`config.mk`:
```
export PLATFORM = sky130hd
export DESIGN_NAME = coinc_counter
export DESIGN_NICKNAME = d
export VERILOG_FILES = /design/src/rtl/coinc_pkg.sv /design/src/rtl/coinc_edge_sync.sv /design/src/rtl/coinc_counter.sv
export SDC_FILE = /design/constraint.sdc
export NUM_CORES = 1
export LEC_CHECK = 0
export CAP_MARGIN = 15
export CORE_AREA = 2 2 123 125
export CTS_CLUSTER_SIZE = 30
export DETAILED_ROUTE_END_ITERATION = 16
export DIE_AREA = 0 0 125 127
export PLACE_DENSITY = 0.67
export RECOVER_POWER = 50
export SYNTH_ARGS = -nofsm -noshare
export SYNTH_HDL_FRONTEND = slang
export SYNTH_HIERARCHICAL = 1
export SYNTH_SLANG_ARGS = --single-unit
```
`constraint.sdc`:
```
create_clock -name clk -period 3.9 [get_ports clk]
set_input_delay 0.78 -clock clk [delete_from_list [all_inputs] [get_ports clk]]
set_output_delay 0.78 -clock clk [all_outputs]
set_load 0.05 [all_outputs]
```
`src/rtl/coinc_pkg.sv`:
```
// Shared constants and types for the coincidence counter.
// The COINC_DEADTIME_EN macro enables per-channel dead time in coinc_edge_sync.
package coinc_pkg;

    // Width of every singles/coincidence counter
    localparam int CNT_W = 20;

    // Default build parameters: 1 ms gate, 20 ns window, 200 ns dead time at 400 MHz
    localparam int GATE_DEF = 400000;
    localparam int WIN_DEF  = 8;
    localparam int DEAD_DEF = 80;

    typedef logic [CNT_W-1:0] cnt_t;

    // Saturation ceiling shared by all counters
    localparam cnt_t CNT_MAX = '1;

endpackage

```
`src/rtl/coinc_edge_sync.sv`:
```
// Detector input conditioning for one channel: 2-FF synchronizer, rising-edge
// detector and, when COINC_DEADTIME_EN is defined, a dead timer that suppresses
// re-triggering for DEAD cycles after each accepted event.
// Without COINC_DEADTIME_EN every synchronized rising edge is passed through
// and DEAD has no effect.
module coinc_edge_sync
    import coinc_pkg::*;
#(
    parameter int DEAD = DEAD_DEF
) (
    input  logic clk,
    input  logic rst_n,
    input  logic pulse_i,
    output logic evt_o
);

    // [0],[1]: metastability chain, [2]: previous synchronized level
    logic [2:0] sync_q;
    logic       rise;

    // Shift the asynchronous input through the synchronizer and edge history
    always_ff @(posedge clk or negedge rst_n) begin
        if (!rst_n) begin
            sync_q <= '0;
        end else begin
            sync_q <= {sync_q[1:0], pulse_i};
        end
    end

    assign rise = sync_q[1] & ~sync_q[2];

`ifdef COINC_DEADTIME_EN
    // Timer holds the remaining blocked cycles; zero means the channel is live.
    localparam int DW = (DEAD > 1) ? $clog2(DEAD) : 1;
    localparam logic [DW-1:0] DEAD_LOAD = DW'((DEAD > 0) ? DEAD - 1 : 0);

    logic [DW-1:0] dead_q;
    logic [DW-1:0] dead_d;
    logic          accept;

    assign accept = rise & (dead_q == '0);

    // Reload on every accepted event, otherwise count down to zero
    always_comb begin
        dead_d = dead_q;
        if (accept) begin
            dead_d = DEAD_LOAD;
        end else if (dead_q != '0) begin
            dead_d = dead_q - 1'b1;
        end
    end

    // Dead timer register
    always_ff @(posedge clk or negedge rst_n) begin
        if (!rst_n) begin
            dead_q <= '0;
        end else begin
            dead_q <= dead_d;
        end
    end

    assign evt_o = accept;
`else
    assign evt_o = rise;
`endif

endmodule

```
`src/rtl/coinc_counter.sv`:
```
// Two-channel singles and coincidence counter with a fixed counting gate.
// Each gate of GATE cycles produces cnt_a/cnt_b/cnt_ab/ovf and a one-cycle
// valid strobe. Optional dead time is enabled with COINC_DEADTIME_EN.
module coinc_counter
    import coinc_pkg::*;
#(
    parameter int GATE = GATE_DEF,
    parameter int WIN  = WIN_DEF,
    parameter int DEAD = DEAD_DEF
) (
    input  logic             clk,
    input  logic             rst_n,
    input  logic             ch_a,
    input  logic             ch_b,
    output logic [CNT_W-1:0] cnt_a,
    output logic [CNT_W-1:0] cnt_b,
    output logic [CNT_W-1:0] cnt_ab,
    output logic             valid,
    output logic             ovf
);

    localparam int GW = (GATE > 1) ? $clog2(GATE) : 1;
    localparam int WW = (WIN > 0) ? $clog2(WIN + 1) : 1;

    // Saturating increment by one when en is set
    function automatic cnt_t sat_inc(input cnt_t v, input logic en);
        return (en && (v != CNT_MAX)) ? v + 1'b1 : v;
    endfunction

    // True when an increment is requested on an already saturated counter
    function automatic logic sat_hit(input cnt_t v, input logic en);
        return en && (v == CNT_MAX);
    endfunction

    logic evt_a;
    logic evt_b;

    coinc_edge_sync #(.DEAD(DEAD)) u_sync_a (
        .clk     (clk),
        .rst_n   (rst_n),
        .pulse_i (ch_a),
        .evt_o   (evt_a)
    );

    coinc_edge_sync #(.DEAD(DEAD)) u_sync_b (
        .clk     (clk),
        .rst_n   (rst_n),
        .pulse_i (ch_b),
        .evt_o   (evt_b)
    );

    logic [GW-1:0] gate_q, gate_d;
    logic [WW-1:0] win_a_q, win_a_d;
    logic [WW-1:0] win_b_q, win_b_d;
    cnt_t          run_a_q, run_a_d;
    cnt_t          run_b_q, run_b_d;
    cnt_t          run_ab_q, run_ab_d;
    logic          ovf_run_q, ovf_run_d;
    cnt_t          cnt_a_q, cnt_b_q, cnt_ab_q;
    logic          valid_q, ovf_q;

    logic          term;
    logic          open_a, open_b;
    logic          coinc;
    cnt_t          tot_a, tot_b, tot_ab;
    logic          ovf_now;

    assign term   = (gate_q == GW'(GATE - 1));
    assign open_a = (win_a_q != '0);
    assign open_b = (win_b_q != '0);
    assign coinc  = (evt_a & evt_b) | (evt_a & open_b) | (evt_b & open_a);

    // Running totals including this cycle's events, so terminal-cycle events land in the closing gate
    assign tot_a   = sat_inc(run_a_q, evt_a);
    assign tot_b   = sat_inc(run_b_q, evt_b);
    assign tot_ab  = sat_inc(run_ab_q, coinc);
    assign ovf_now = ovf_run_q | sat_hit(run_a_q, evt_a) | sat_hit(run_b_q, evt_b)
                   | sat_hit(run_ab_q, coinc);

    // Gate counter wraps at GATE-1; window timers are untouched by rollover
    always_comb begin
        gate_d = term ? '0 : gate_q + 1'b1;

        win_a_d = win_a_q;
        win_b_d = win_b_q;
        if (coinc) begin
            // Both events are consumed, so neither may pair again
            win_a_d = '0;
            win_b_d = '0;
        end else begin
            if (evt_a) begin
                win_a_d = WW'(WIN);
            end else if (open_a) begin
                win_a_d = win_a_q - 1'b1;
            end
            if (evt_b) begin
                win_b_d = WW'(WIN);
            end else if (open_b) begin
                win_b_d = win_b_q - 1'b1;
            end
        end

        run_a_d   = term ? '0 : tot_a;
        run_b_d   = term ? '0 : tot_b;
        run_ab_d  = term ? '0 : tot_ab;
        ovf_run_d = term ? 1'b0 : ovf_now;
    end

    // Gate, window and running-count state
    always_ff @(posedge clk or negedge rst_n) begin
        if (!rst_n) begin
            gate_q    <= '0;
            win_a_q   <= '0;
            win_b_q   <= '0;
            run_a_q   <= '0;
            run_b_q   <= '0;
            run_ab_q  <= '0;
            ovf_run_q <= 1'b0;
        end else begin
            gate_q    <= gate_d;
            win_a_q   <= win_a_d;
            win_b_q   <= win_b_d;
            run_a_q   <= run_a_d;
            run_b_q   <= run_b_d;
            run_ab_q  <= run_ab_d;
            ovf_run_q <= ovf_run_d;
        end
    end

    // Publish results at gate end and hold them until the next gate end
    always_ff @(posedge clk or negedge rst_n) begin
        if (!rst_n) begin
            cnt_a_q  <= '0;
            cnt_b_q  <= '0;
            cnt_ab_q <= '0;
            ovf_q    <= 1'b0;
            valid_q  <= 1'b0;
        end else begin
            valid_q <= term;
            if (term) begin
                cnt_a_q  <= tot_a;
                cnt_b_q  <= tot_b;
                cnt_ab_q <= tot_ab;
                ovf_q    <= ovf_now;
            end
        end
    end

    assign cnt_a  = cnt_a_q;
    assign cnt_b  = cnt_b_q;
    assign cnt_ab = cnt_ab_q;
    assign valid  = valid_q;
    assign ovf    = ovf_q;

endmodule

```
==> results.yml, run 1 <==
timing:
  hold_violations: 0
  fin_tns_setup_ns: 0
  post-route-min-period_ns: 3.08
  fmax_mhz: 324
  post-route-period-util_pct: 79.0
  rsz0062_at_grt: "false"
  setup_ws_ns: 0.818
  max_slew_margin_pct: 19.4
  tightest_slew_ns: 1.19
  slew_violations: 0
  setup_violations: 0
  fin_skew_ns: 0.00661
critical_path:
  critPathMaxFanout: 15
  cp_data_arrival_time_ns: 3.37
  end_kind: "flip-flop"
  worstPathRequired_ns: 4.19
  critical_path_class: "reg2reg"
  crit_path_start_kind: "flip-flop"
logic_synthesis:
  syn_area_mm2: 0.00712
  ys.flop_type: "dfrtp_1"
  yosysTopAreaCellShare_pct: 54.9
  ys_seq_area_share_pct: 54.9
  yosysUniqueCellTypes: 54
  syn_nets: 706
  synth.avg_cell_area_um2: 10.3
  yosysTopAreaCell: "dfrtp_1"
  synth_edf_count: 0
  yosys_warnings: 6
  ys_ff_latch: 156
  synth_cells: 694
  async_flop_share_pct: 100
  netlist_top_cells_area: "dfrtp_1 55%, xnor2_1 5.4%, nand2_1 4.6%, nor2_1 4.4%, nand4_1 2.7%"
power_and_ir_drop:
  ir_drop_mv: 0.244
  leakage_uw: 0.00365
  power_density_mw_per_mm2: 493
cts:
  clkTransAtPathRegs_ns: 0.06
  cts_resized: 0
  ctsHtreeMaxLevel: 4
  post_cts_buffers: 0
  numCtsBuffers: 17
  cts_tree: "built"
  cts_root_buf: "clkbuf_16"
  clk_path_buf_depth: 2
  clock-sinks: 156
  holdBufCountCts: 0
  clock_latency_ns: 0.42
route:
  drc: 0
  routed_wl_um: 14800
  first_pass_iters: 4
  vias_per_cell: 5.53
  vias: 5222
  ant_nets: 0
  wl_per_cell_um: 15.6
  drtIter0Drc: 380
grt:
  antenna_found_initial: 0
  grt_first_pass_wirelength_um: 25800
  grt_overflow: 0
  grt_max_degree: 112
  track_usage_pct: 20.0
  first_global_vias: 5316
placed_design:
  port_buffers: 65
  place_ws_ns: 1.34
  gp_congestion: 0.903
  hpwl_um: 9940
floorplanning:
  fp.dieH_um: 127
  die_w_um: 125
  io_pins: 66
  rows: 44
  coreArea_mm2: 0.0144
  dieArea_mm2: 0.0159
  initial_core_util_pct: 49.3
layout:
  syn2layout_area_growth_pct: 19.0
  drive_above_1_share_pct: 6.45
  diodes: 0
  fin_nets: 761
flow_run:
  cap_violations: 0
worst_hold_path:
  hold_class: "in2async"
outcome:
  status: "finished clean"
## kinds of logic (layout without fill, tap and decap cells)
kind of cell,after synthesis,after routing,share of synthesized area [%]
muxes,10,10,1.42
AOI/OAI and AO/OA,122,122,11.1
DFF,156,156,54.9
buffers and inverters,40,106,2.55
and+or+nand+nor,299,299,21.4
adders and majority gates,8,8,1.41
xor gates and xnor gates,59,59,7.26
## cells in the mapped netlist (all sizes together) (2+ instances only)
library cell and number:
o31ai 3, nor2b 3, o21a 2, nand2b 4, nor4b 6, o21ai 60, a21oi 24, a21o 3
and2 4, nor2 83, or2 2, xor2 15, buf 21, inv 8, or4 2, a31oi 5
o2111ai 2, and3 12, a2111oi 7, clkbuf 11, ha 8, nand3 22, nor3 15, nand2 88
a211oi 10, nand4 32, and4 15, mux2i 9, dfrtp 156, or3 7, xnor2 44
## final timing paths
kind	startpoint	end	slack (ns)	depth (start not counted)
max	u_sync_b/sync_q[1]$_DFF_PN0_	ovf$_DFFE_PN0N_	0.82	6
min	rst_n	cnt_b[14]$_DFFE_PN0N_	0.34	1
max reg2reg	u_sync_b/sync_q[1]$_DFF_PN0_	ovf$_DFFE_PN0N_	0.82	6
min reg2reg	u_sync_a/sync_q[0]$_DFF_PN0_	u_sync_a/sync_q[1]$_DFF_PN0_	0.37	0
max in group asynchronous	rst_n	run_ab_q[7]$_DFF_PN0_	2.69	2
min in group clk	u_sync_a/sync_q[0]$_DFF_PN0_	u_sync_a/sync_q[1]$_DFF_PN0_	0.37	0
## routing by layer
metal	up-vias	part of all wire [%]	track usage (%)
li1	2549	-	-
met1	2551	46	26.2
met2	98	49	32.8
met3	24	3.4	4.27
met4	0	2.0	8.10
met5	-	0	0
## critical path, cell delays in order, from the launching register on
cell,delay (ns)
dfrtp_1,0.38
nor2b_1,0.32
nor4b_1,1.08
a2bb2oi_2,0.53
nor3_1,0.20
a2111oi_4,0.33
a21oi_1,0.11
## through the flow
| step | power (uW) | instance area, um2 | utilization (%) | cells | hold WS, ns |
|---|---|---|---|---|---|
| 2_1_floorplan | 2320 | 7120 | - | 694 | 0.331 |
| 3_3_place_gp | 2440 | 7880 | 54.7 | 914 | 0.347 |
| 3_5_place_dp | 2490 | 7880 | 54.7 | 914 | 0.352 |
| 4_1_cts | 4220 | 8500 | 58.9 | 944 | 0.352 |
| 5_1_grt | 4380 | 8470 | 58.7 | 944 | 0.366 |
| 6_report | 4170 | 8470 | 58.7 | 944 | 0.336 |
## cells in the final DEF, fill, tap and decap left out, drive strengths merged, types with 3 or more instances in the layout
cell           count
clkbuf            23
and2               4
a31oi              5
xor2              15
dfrtp            156
a21o               3
nor2b              3
nand4             32
a2111oi            7
nand3             22
mux2i              9
dlygate4sd3        4
clkdlybuf4s50     60
a211oi            10
nor2              83
nor3              15
o21ai             60
buf                4
o31ai              3
bufinv             4
nand2             88
a21oi             24
nand2b             4
ha                 8
and4              15
or3                7
xnor2             44
nor4b              6
and3              12
inv                8
## layout make-up
type | instances | area [um2]
well taps | 184 | 230
fillers | 1248 | 5950
flip-flops and latches | 156 | 3900
multi-input cells | 498 | 3000
clock inverters | 7 | 138
clock buffers | 23 | 478
repair buffers | 68 | 687
inverters | 8 | 30.0
## state kept, by name, indices dropped and copies added (netlist names)
| register | cells |
|---|---|
| cnt_a | 20 |
| cnt_ab | 20 |
| cnt_b | 20 |
| gate_q | 19 |
| ovf | 1 |
| ovf_run_q | 1 |
| run_a_q | 20 |
| run_ab_q | 20 |
| run_b_q | 20 |
| u_sync_a/sync_q | 3 |
| u_sync_b/sync_q | 3 |
| valid | 1 |
| win_a_q | 4 |
| win_b_q | 4 |
## where the power goes
part / internal (uW) / total, uW / switching (uW)
sequential: 1750 / 1910 / 157
combinational: 218 / 545 / 327
clock: 1110 / 1720 / 612
Power figures use the tool's default switching activity.
==> run 2: changes to the inputs <==
--- a/config.mk
+++ b/config.mk
@@ -10,7 +10,7 @@
 export CTS_CLUSTER_SIZE = 30
 export DETAILED_ROUTE_END_ITERATION = 16
 export DIE_AREA = 0 0 125 127
-export PLACE_DENSITY = 0.67
+export PLACE_DENSITY = 0.69
 export RECOVER_POWER = 50
 export SYNTH_ARGS = -nofsm -noshare
 export SYNTH_HDL_FRONTEND = slang
==> constraint.sdc (replaced) <==
create_clock -name clk -period 2.7 [get_ports clk]
set_input_delay 0.54 -clock clk [delete_from_list [all_inputs] [get_ports clk]]
set_output_delay 0.54 -clock clk [all_outputs]
set_load 0.05 [all_outputs]
==> results.yml, run 2 (synthesis results as in run 1) <==
timing:
  hold_violations: 0
  holdWs_ns: 0.371
  slew_violations: 69
  fin_tns_setup_ns: 0
  setup_violations: 0
  post-route-min-period_ns: 2.36
  fmax_mhz: 424
  tightest_slew_ns: 1.72
  max_slew_margin_pct: -14.3
  rsz0062_at_grt: "false"
  post-route-period-util_pct: 87.3
  fin_skew_ns: 0.00730
grt:
  grt_overflow: 0
  antenna_found_initial: 0
  grt_max_degree: 72
  track_usage_pct: 20.2
  first_global_vias: 5355
  grt_first_pass_wirelength_um: 26100
critical_path:
  path_cells: "inv_1 -> ha_1 -> nor3b_1 -> clkbuf_1 -> o22ai_2 -> o211ai_1 -> or4_1 -> a31oi_1"
  critPathMaxFanout: 6
  rr_endpoint: "cnt_ab[8]$_DFFE_PN0N_"
  regToRegSetupSlack_ns: 0.34
  r2r_start: "win_a_q[0]$_DFFE_PN0P_"
  cp.depth: 8
  end_kind: "flip-flop"
  crit_start: "win_a_q[0]$_DFFE_PN0P_"
  crit_family: "compound AO/OA/AOI/OAI gates"
  critical_path_class: "reg2reg"
  cp_data_arrival_time_ns: 2.70
  critical-path-max-stage-delay_ns: 0.46
  worstPathRequired_ns: 3.04
  crit_path_end: "cnt_ab[8]$_DFFE_PN0N_"
  crit_buf_inv: 2
  crit_path_start_kind: "flip-flop"
  rr_worst_depth: 8
  slowest_stage: "or4_1"
floorplanning:
  fp.dieH_um: 127
  initial_core_util_pct: 49.3
  die_w_um: 125
  rows: 44
  dieArea_mm2: 0.0159
  io_pins: 66
  coreArea_mm2: 0.0144
power_and_ir_drop:
  leakage_uw: 0.00364
  total_power_uw: 5810
  ir_drop_mv: 0.465
  switching_power_uw: 1650
  p_sw_share_pct: 28.5
  seq_power_share_pct: 47.6
  internal_power_uw: 4160
  power_density_mw_per_mm2: 686
  combPwrFrac_pct: 13.9
  pwr-share-clk_pct: 38.5
layout:
  diodes: 0
  fin_nets: 766
  syn2layout_area_growth_pct: 19.1
  mostFrequentLayoutCell: "dfrtp_1"
  finalInstanceArea_mm2: 0.00847
  drive_above_1_share_pct: 7.56
  fillers: 1244
  finalNonFillerCells: 951
  layout_common_cells: "156 x dfrtp_1, 88 x nand2_1, 83 x nor2_1"
cts:
  ctsHtreeMaxLevel: 4
  clock_latency_ns: 0.42
  cts_resized: 0
  clkTransAtPathRegs_ns: 0.06
  clock-sinks: 156
  holdBufCountCts: 0
  cts_root_buf: "clkbuf_16"
  numCtsBuffers: 17
  clk_path_buf_depth: 2
  post_cts_buffers: 0
  cts_tree: "built"
route:
  vias_per_cell: 5.59
  drc: 0
  first_pass_iters: 5
  vias: 5312
  ant_nets: 0
  wl_per_cell_um: 15.8
  routed_wl_um: 15000
  drtIter0Drc: 283
placed_design:
  port_buffers: 65
  place_inst: 919
  hpwl_um: 10200
  gp_congestion: 0.896
  place_area_mm2: 0.00796
worst_hold_path:
  hold_class: "reg2reg"
outcome:
  violations: "capacitance limit, slew limit"
  status: "complete, but fails checks"
flow_run:
  cap_violations: 1
## run 2: changes by cell type in the layout (fill, tap and decap cells not counted), moves of 3 or more
| cell | before | now |
|---|---|---|
| o21ai_1 | 25 | 28 |
| o21ai_0 | 34 | 31 |
| bufinv_16 | 4 | 1 |
| clkinvlp_4 | 1 | 5 |
| clkinv_2 | 2 | 6 |
## run 2: per-stage QoR
step	utilization, %	setup WS (ns)
final	58.7	0.343
after global routing	58.7	0.117
after detailed placement	55.2	0.424
after global placement	55.2	0.549
after CTS	59.0	0.410
after floorplan	-	0.696
## run 2: worst min path at each step
stage                                   endpoint  cells after the start                    startpoint  slack (ns)
floorplan                   cnt_a[0]$_DFFE_PN0N_                      0                         rst_n        0.24
CTS                        run_b_q[13]$_DFF_PN0_                      1                         rst_n        0.15
detailed placement  u_sync_a/sync_q[1]$_DFF_PN0_                      0  u_sync_a/sync_q[0]$_DFF_PN0_        0.35
finish              u_sync_a/sync_q[1]$_DFF_PN0_                      0  u_sync_a/sync_q[0]$_DFF_PN0_        0.37
global placement    u_sync_a/sync_q[1]$_DFF_PN0_                      0  u_sync_a/sync_q[0]$_DFF_PN0_        0.34
global route        u_sync_a/sync_q[1]$_DFF_PN0_                      0  u_sync_a/sync_q[0]$_DFF_PN0_        0.37
## run 2: power by group through the flow
| stage | sequential (uW) | clock (uW) | combinational, uW |
|---|---|---|---|
| after floorplan | 2730 | 0 | 615 |
| after global placement | 2780 | 0 | 779 |
| after detailed placement | 2800 | 0 | 828 |
| after CTS | 2760 | 2280 | 832 |
| after global routing | 2800 | 2370 | 929 |
| final | 2770 | 2240 | 807 |
## run 2: metal layers
layer,share of wire [%],global-route usage (%)
met5,0,0
met4,1.2,5.75
met3,4.0,4.73
met2,49,34.0
met1,46,26.4
## run 2: final cells by class
| class | instances | area [um2] | area share (%) |
|---|---|---|---|
| multi-input combinational | 498 | 3030 | 35.8 |
| clock inverter | 12 | 97.6 | 1.15 |
| sequential | 156 | 3900 | 46.1 |
| timing repair buffer | 73 | 724 | 8.55 |
| tap | 184 | 230 | 2.72 |
| inverter | 8 | 30.0 | 0.354 |
| clock buffer | 20 | 457 | 5.39 |
==> run 3: changes to the inputs <==
--- a/config.mk
+++ b/config.mk
@@ -12,6 +12,7 @@
 export DIE_AREA = 0 0 125 127
 export PLACE_DENSITY = 0.69
 export RECOVER_POWER = 50
+export SKIP_LAST_GASP = 1
 export SYNTH_ARGS = -nofsm -noshare
 export SYNTH_HDL_FRONTEND = slang
 export SYNTH_HIERARCHICAL = 1
==> results of run 3 <==
Final layout, timing and power as in run 2 (identical DEF).
==> edit 1: new RTL, settings of run 2 <==
Build with the macro `COINC_DEADTIME_EN` defined.
--- a/src/rtl/coinc_edge_sync.sv
+++ b/src/rtl/coinc_edge_sync.sv
@@ -4,4 +4,6 @@
 // Without COINC_DEADTIME_EN every synchronized rising edge is passed through
 // and DEAD has no effect.
+`define COINC_DEADTIME_EN
+
 module coinc_edge_sync
     import coinc_pkg::*;
Formal check against the unedited RTL: no difference found for any inputs over 10 cycles, from zero or initial values and one cycle with rst_n low; that may be too few to reach the edited logic, so the function may still have changed.
==> edit 1 against run 2 <==
Sequential cell count increased by 14; worst setup slack got worse by 0.30 ns; die area unchanged; final cell count grew 11%; design area increased by 16%; highest routed layer unchanged; synthesized area grew 10%; wire length increased by 18%; sequential share of layout area shrank 2.6 points; power is 14% higher; count of clock-buffer cells in the layout down 1; combinational power rose by 33%; clock skew increased by 0.0031 ns.
==> edit 1: results (changes against run 2) <==
Global route
  • M1 GR Usage: 0.3128 (+0.04914)
  • Largest net degree at the start of global routing: 53 (-26%)
  • Global-route total usage across every layer: 0.2303 (+0.02862)
  • Wire length of the first global-routing pass: 29920 um (+15%)
  • Global-route met2 utilization: 0.3753 (+0.03549)

Setup path
  • Max stage delay cell, worst path: sky130_fd_sc_hd__dfrtp_1
  • Critical Path Fanout Max: 7 (+1)
  • Reg2reg start: u_sync_b/dead_q[1]
  • Worst setup slack for register-to-register paths: 0.04 ns (-0.30 ns)
  • Worst stage delay on the critical path: 0.40 ns (-0.06 ns)
  • Data arrival, critical path: 2.95 ns (+0.25 ns)

Logic synthesis
  • Sequential share of the synthesized area: 0.5427 (-0.005922)
  • Net count after synthesis: 778 (+10%)
  • Synth cell count leaders: sky130_fd_sc_hd__dfrtp_1 (170), sky130_fd_sc_hd__nor2_1 (93), sky130_fd_sc_hd__nand2_1 (88)
  • Synth Area in Adders: 0.01596 (+0.001895)
  • XOR/XNOR Fraction of Synth Area: 0.06816 (-0.004465)
  • Compound-cell area share of the yosys netlist: 0.1109 (+0.0003306)
  • Number of distinct library cells after synthesis: 61 (+13%)
  • Share of synthesized area spent on multiplexers: 0.01836 (+0.004113)

Detailed routing
  • Iteration-0 DRC Markers: 365 (+29%)
  • Met3 layer wire length in the routed design: 580 um (-4.0%)
  • Met1 Routed Length: 7954 um (+16%)
  • Detailed route wirelength on metal2: 8876 um (+20%)
  • Average wire per standard cell: 16.69 um (+5.9%)

Timing
  • Worst-case clock skew: 0.01040 ns (+0.003104 ns)
  • Pin slew with the least headroom to its limit: 1.252 ns (-0.4635 ns)
  • Final worst-path setup slack: 0.04481 ns (-0.2983 ns)
  • Worst hold-check slack: 0.3566 ns (-0.01422 ns)

Layout
  • Ratio of cells with drive above 1 in the final layout: 0.1646 (+0.08895)
  • Number of nets in the finished design: 876 (+14%)
  • Fill cell instance count of the final layout: 1106 (-11%)

Clock tree
  • Number of buffers added for setup after CTS: 8 (+8)
  • PostCTS Resize Cnt: 14 (+14)

Placement
  • Cell area reported after detailed placement: 0.008876 mm^2 (+12%)
  • DP Worst Slack: -0.07995 ns (-0.5043 ns)
  • Weighted congestion reported at the end of routability-driven placement: 0.8358 (-6.7%)
  • Post-DP HPWL: 11550 um (+13%)

Power
  • Leakage: 4.222 nW (+16%)
  • Maximum ir drop on the vdd rail: 0.5533 mV (+19%)

Run status
  • Run status: finished clean
==> edit 1: changes by cell type after synthesis, sizes merged, moves of 4 or more <==
cell   before  now
dfrtp     156  170
nor3       15   23
inv         8   12
nor2       83   93
==> edit 1: cell type report <==
| cell class | instances | area [um^2] | area share |
|---|---|---|---|
| well taps | 184 | 230.2 | 0.02351 |
| repair buffers | 113 | 1022 | 0.1044 |
| inverters | 12 | 45.04 | 0.004600 |
| clock inverters | 13 | 192.7 | 0.01968 |
| clock buffers | 19 | 442.9 | 0.04523 |
| flip-flops and latches | 170 | 4254 | 0.4344 |
| multi-input cells | 548 | 3605 | 0.3681 |
==> edit 1: power breakdown <==
| group | switching [W] | internal, W | leakage [nW] |
|---|---|---|---|
| Clock | 0.00101 | 0.00158 | 0.304 |
| Sequential | 0.000218 | 0.00277 | 2.30 |
| Combinational | 0.000513 | 0.000556 | 1.62 |
==> edit 2: new RTL, settings of run 2 <==
Made on the original files. Put one more register stage on the output `cnt_a`, with the module's reset. The value now appears one clock later. The other outputs are not delayed to match. Comments in the files are not updated.
--- a/src/rtl/coinc_counter.sv
+++ b/src/rtl/coinc_counter.sv
@@ -147,5 +147,11 @@
     end
 
-    assign cnt_a  = cnt_a_q;
+    always_ff @(posedge clk or negedge rst_n) begin
+        if (!rst_n) begin
+            cnt_a <= '0;
+        end else begin
+            cnt_a <= cnt_a_q;
+        end
+    end
     assign cnt_b  = cnt_b_q;
     assign cnt_ab = cnt_ab_q;
Check against the original RTL: no difference found for any inputs over 10 cycles, from zero or initial values and one cycle with rst_n low; that may be too few to reach the edited logic, so the function may still have changed.
==> edit 2 against run 2 <==
Critical path depth fell by 1; worst setup slack improved by 0.12 ns; count of clock-buffer cells in the layout increased by 1; final cell count increased by 2.8%; utilization is 4.0 points higher; sequential cell count grew 20; largest cell class unchanged; synthesized area grew 6.7%; wire length fell by 1.4%; power grew 13%; design area up 6.8%; global-route usage down 0.56 points; die area did not move.
==> edit 2: results (changes against run 2) <==
Run status
  • Run status: finished clean

Detailed routing
  • Post-detailed-routing wire length: 14790 um (-1.4%)
  • Detailed route wirelength on metal2: 6871 um (-6.7%)
  • Met3 layer wire length in the routed design: 673 um (+11%)
  • Met1 Routed Length: 6975 um (+1.9%)
  • Via density per instance: 5.560 (-0.45%)
  • Iteration-0 DRC Markers: 365 (+29%)
  • Detailed Routing Iterations Pass 1: 5 (unchanged)

Placement
  • Weighted congestion reported at the end of routability-driven placement: 0.8965 (about the same)
  • I/O Buffers: 65 (unchanged)
  • Post-DP HPWL: 9888 um (-3.2%)
  • Cell area reported after detailed placement: 0.008426 mm^2 (+5.9%)

Layout
  • Antenna fix cells: 0 (unchanged)
  • Ratio of cells with drive above 1 in the final layout: 0.08564 (+0.01002)
  • Number of nets in the finished design: 793 (+3.5%)

Setup path
  • Reg2Reg Depth: 7 (-1)
  • Data arrival, critical path: 2.54 ns (-0.16 ns)
  • Max stage delay cell, worst path: sky130_fd_sc_hd__or3b_2
  • Worst stage delay on the critical path: 0.48 ns (+0.02 ns)
  • Critical Path Fanout Max: 9 (+3)
  • R2R Path End: ovf
  • Worst setup slack for register-to-register paths: 0.46 ns (+0.12 ns)

Global route
  • Fraction of met3 tracks used by global routing: 0.04564 (-0.001675)
  • Global-route total usage across every layer: 0.1961 (-0.005585)
  • Number of global-route vias before repair: 5264 (-1.7%)
  • M1 GR Usage: 0.2742 (+0.01051)
  • Largest net degree at the start of global routing: 68 (-5.6%)
  • Global-route met2 utilization: 0.3002 (-0.03964)
  • Wire length of the first global-routing pass: 25500 um (-2.1%)

Power
  • Maximum ir drop on the vdd rail: 0.5086 mV (+9.5%)
  • Leakage: 3.893 nW (+7.1%)

Logic synthesis
  • Sequential share of the synthesized area: 0.5799 (+0.03128)
  • Net count after synthesis: 729 (+3.3%)
  • Top cells by area in the synthesized netlist: sky130_fd_sc_hd__dfrtp_1 (58%), sky130_fd_sc_hd__xnor2_1 (4.5%), sky130_fd_sc_hd__nor2_1 (4.3%)
  • Synth cell count leaders: sky130_fd_sc_hd__dfrtp_1 (176), sky130_fd_sc_hd__nor2_1 (86), sky130_fd_sc_hd__nand2_1 (81)
  • Number of distinct library cells after synthesis: 62 (+15%)

Timing
  • Pin slew with the least headroom to its limit: 1.244 ns (-0.4713 ns)
  • Worst-case clock skew: 0.005196 ns (-0.002102 ns)
  • Final period demand of the worst path: 2.239 ns (-0.1176 ns)

Clock tree
  • Num CTS Buffers: 17 (unchanged)
  • Clock insertion delay at the later pin of the skew report: 0.43 ns

Hold path
  • Worst min-delay path category: in -> async
## edit 2: cell count changes after synthesis, moves of 5 or more
cell / change
sky130_fd_sc_hd__buf_2: -7
sky130_fd_sc_hd__o21ai_1: -26
sky130_fd_sc_hd__dfrtp_1: +20
sky130_fd_sc_hd__xor2_1: +5
sky130_fd_sc_hd__nand2_1: -7
sky130_fd_sc_hd__buf_4: +5
sky130_fd_sc_hd__o21ai_0: +32
sky130_fd_sc_hd__nand3_1: +9
sky130_fd_sc_hd__and3_1: -6
sky130_fd_sc_hd__nand4_1: -9
sky130_fd_sc_hd__nor4_1: +14
sky130_fd_sc_hd__xnor2_1: -5
sky130_fd_sc_hd__and4_1: -9
sky130_fd_sc_hd__a2111oi_2: -5
## edit 2: how the worst max path moves through the flow
| stage | from | end | slack, ns |
|---|---|---|---|
| final | win_a_q[0] | ovf | 0.46 |
| after global routing | win_a_q[1] | cnt_ab[4] | 0.27 |
| after CTS | win_a_q[0] | cnt_ab[8] | 0.46 |
| after detailed placement | win_a_q[0] | ovf | 0.46 |
| after global placement | win_a_q[0] | cnt_ab[4] | 0.58 |
| after floorplan | gate_q[0] | cnt_a_q[1] | 0.72 |
## edit 2: cell type report
| cell class | count | area [um^2] |
|---|---|---|
| Sequential cell | 176 | 4404 |
| Inverter | 11 | 41.29 |
| Clock buffer | 21 | 480.5 |
| Clock inverter | 11 | 176.4 |
| Timing Repair Buffer | 75 | 745.7 |
| Tap cell | 184 | 230.2 |
| Fill cell | 1214 | 5378 |
| Multi-Input combinational cell | 500 | 2968 |
## edit 2: cell families after synthesis
| kind of cell | after synthesis | synth area share |
|---|---|---|
| AOI/OAI and AO/OA | 124 | 0.09687 |
| and+or+nand+nor | 299 | 0.1997 |
| xor gates and xnor gates | 59 | 0.06804 |
| DFF | 176 | 0.5799 |
| buffers and inverters | 41 | 0.02867 |
| muxes | 10 | 0.01367 |
| adders and majority gates | 8 | 0.01318 |
## edit 2: through the flow
stage                     total power, W  setup WS [ns]  instances  hold WS (ns)  utilization
after CTS                       0.006610         0.4570        978       0.06165       0.6297
after floorplan                 0.003658         0.7239        717        0.2444            -
after global placement          0.003841         0.5848        946        0.3588       0.5841
final                           0.006546         0.4607        978        0.3695       0.6272
after detailed placement        0.003917         0.4636        946        0.3556       0.5841
after global routing            0.006852         0.2654        978        0.3852       0.6272
## edit 2: where the power goes
group | total, W | switching (W) | internal [W] | leakage (nW)
logic | 0.000791 | 0.000458 | 0.000333 | 1.20
clock network | 0.00269 | 0.00103 | 0.00166 | 0.309
registers | 0.00307 | 0.000246 | 0.00282 | 2.39
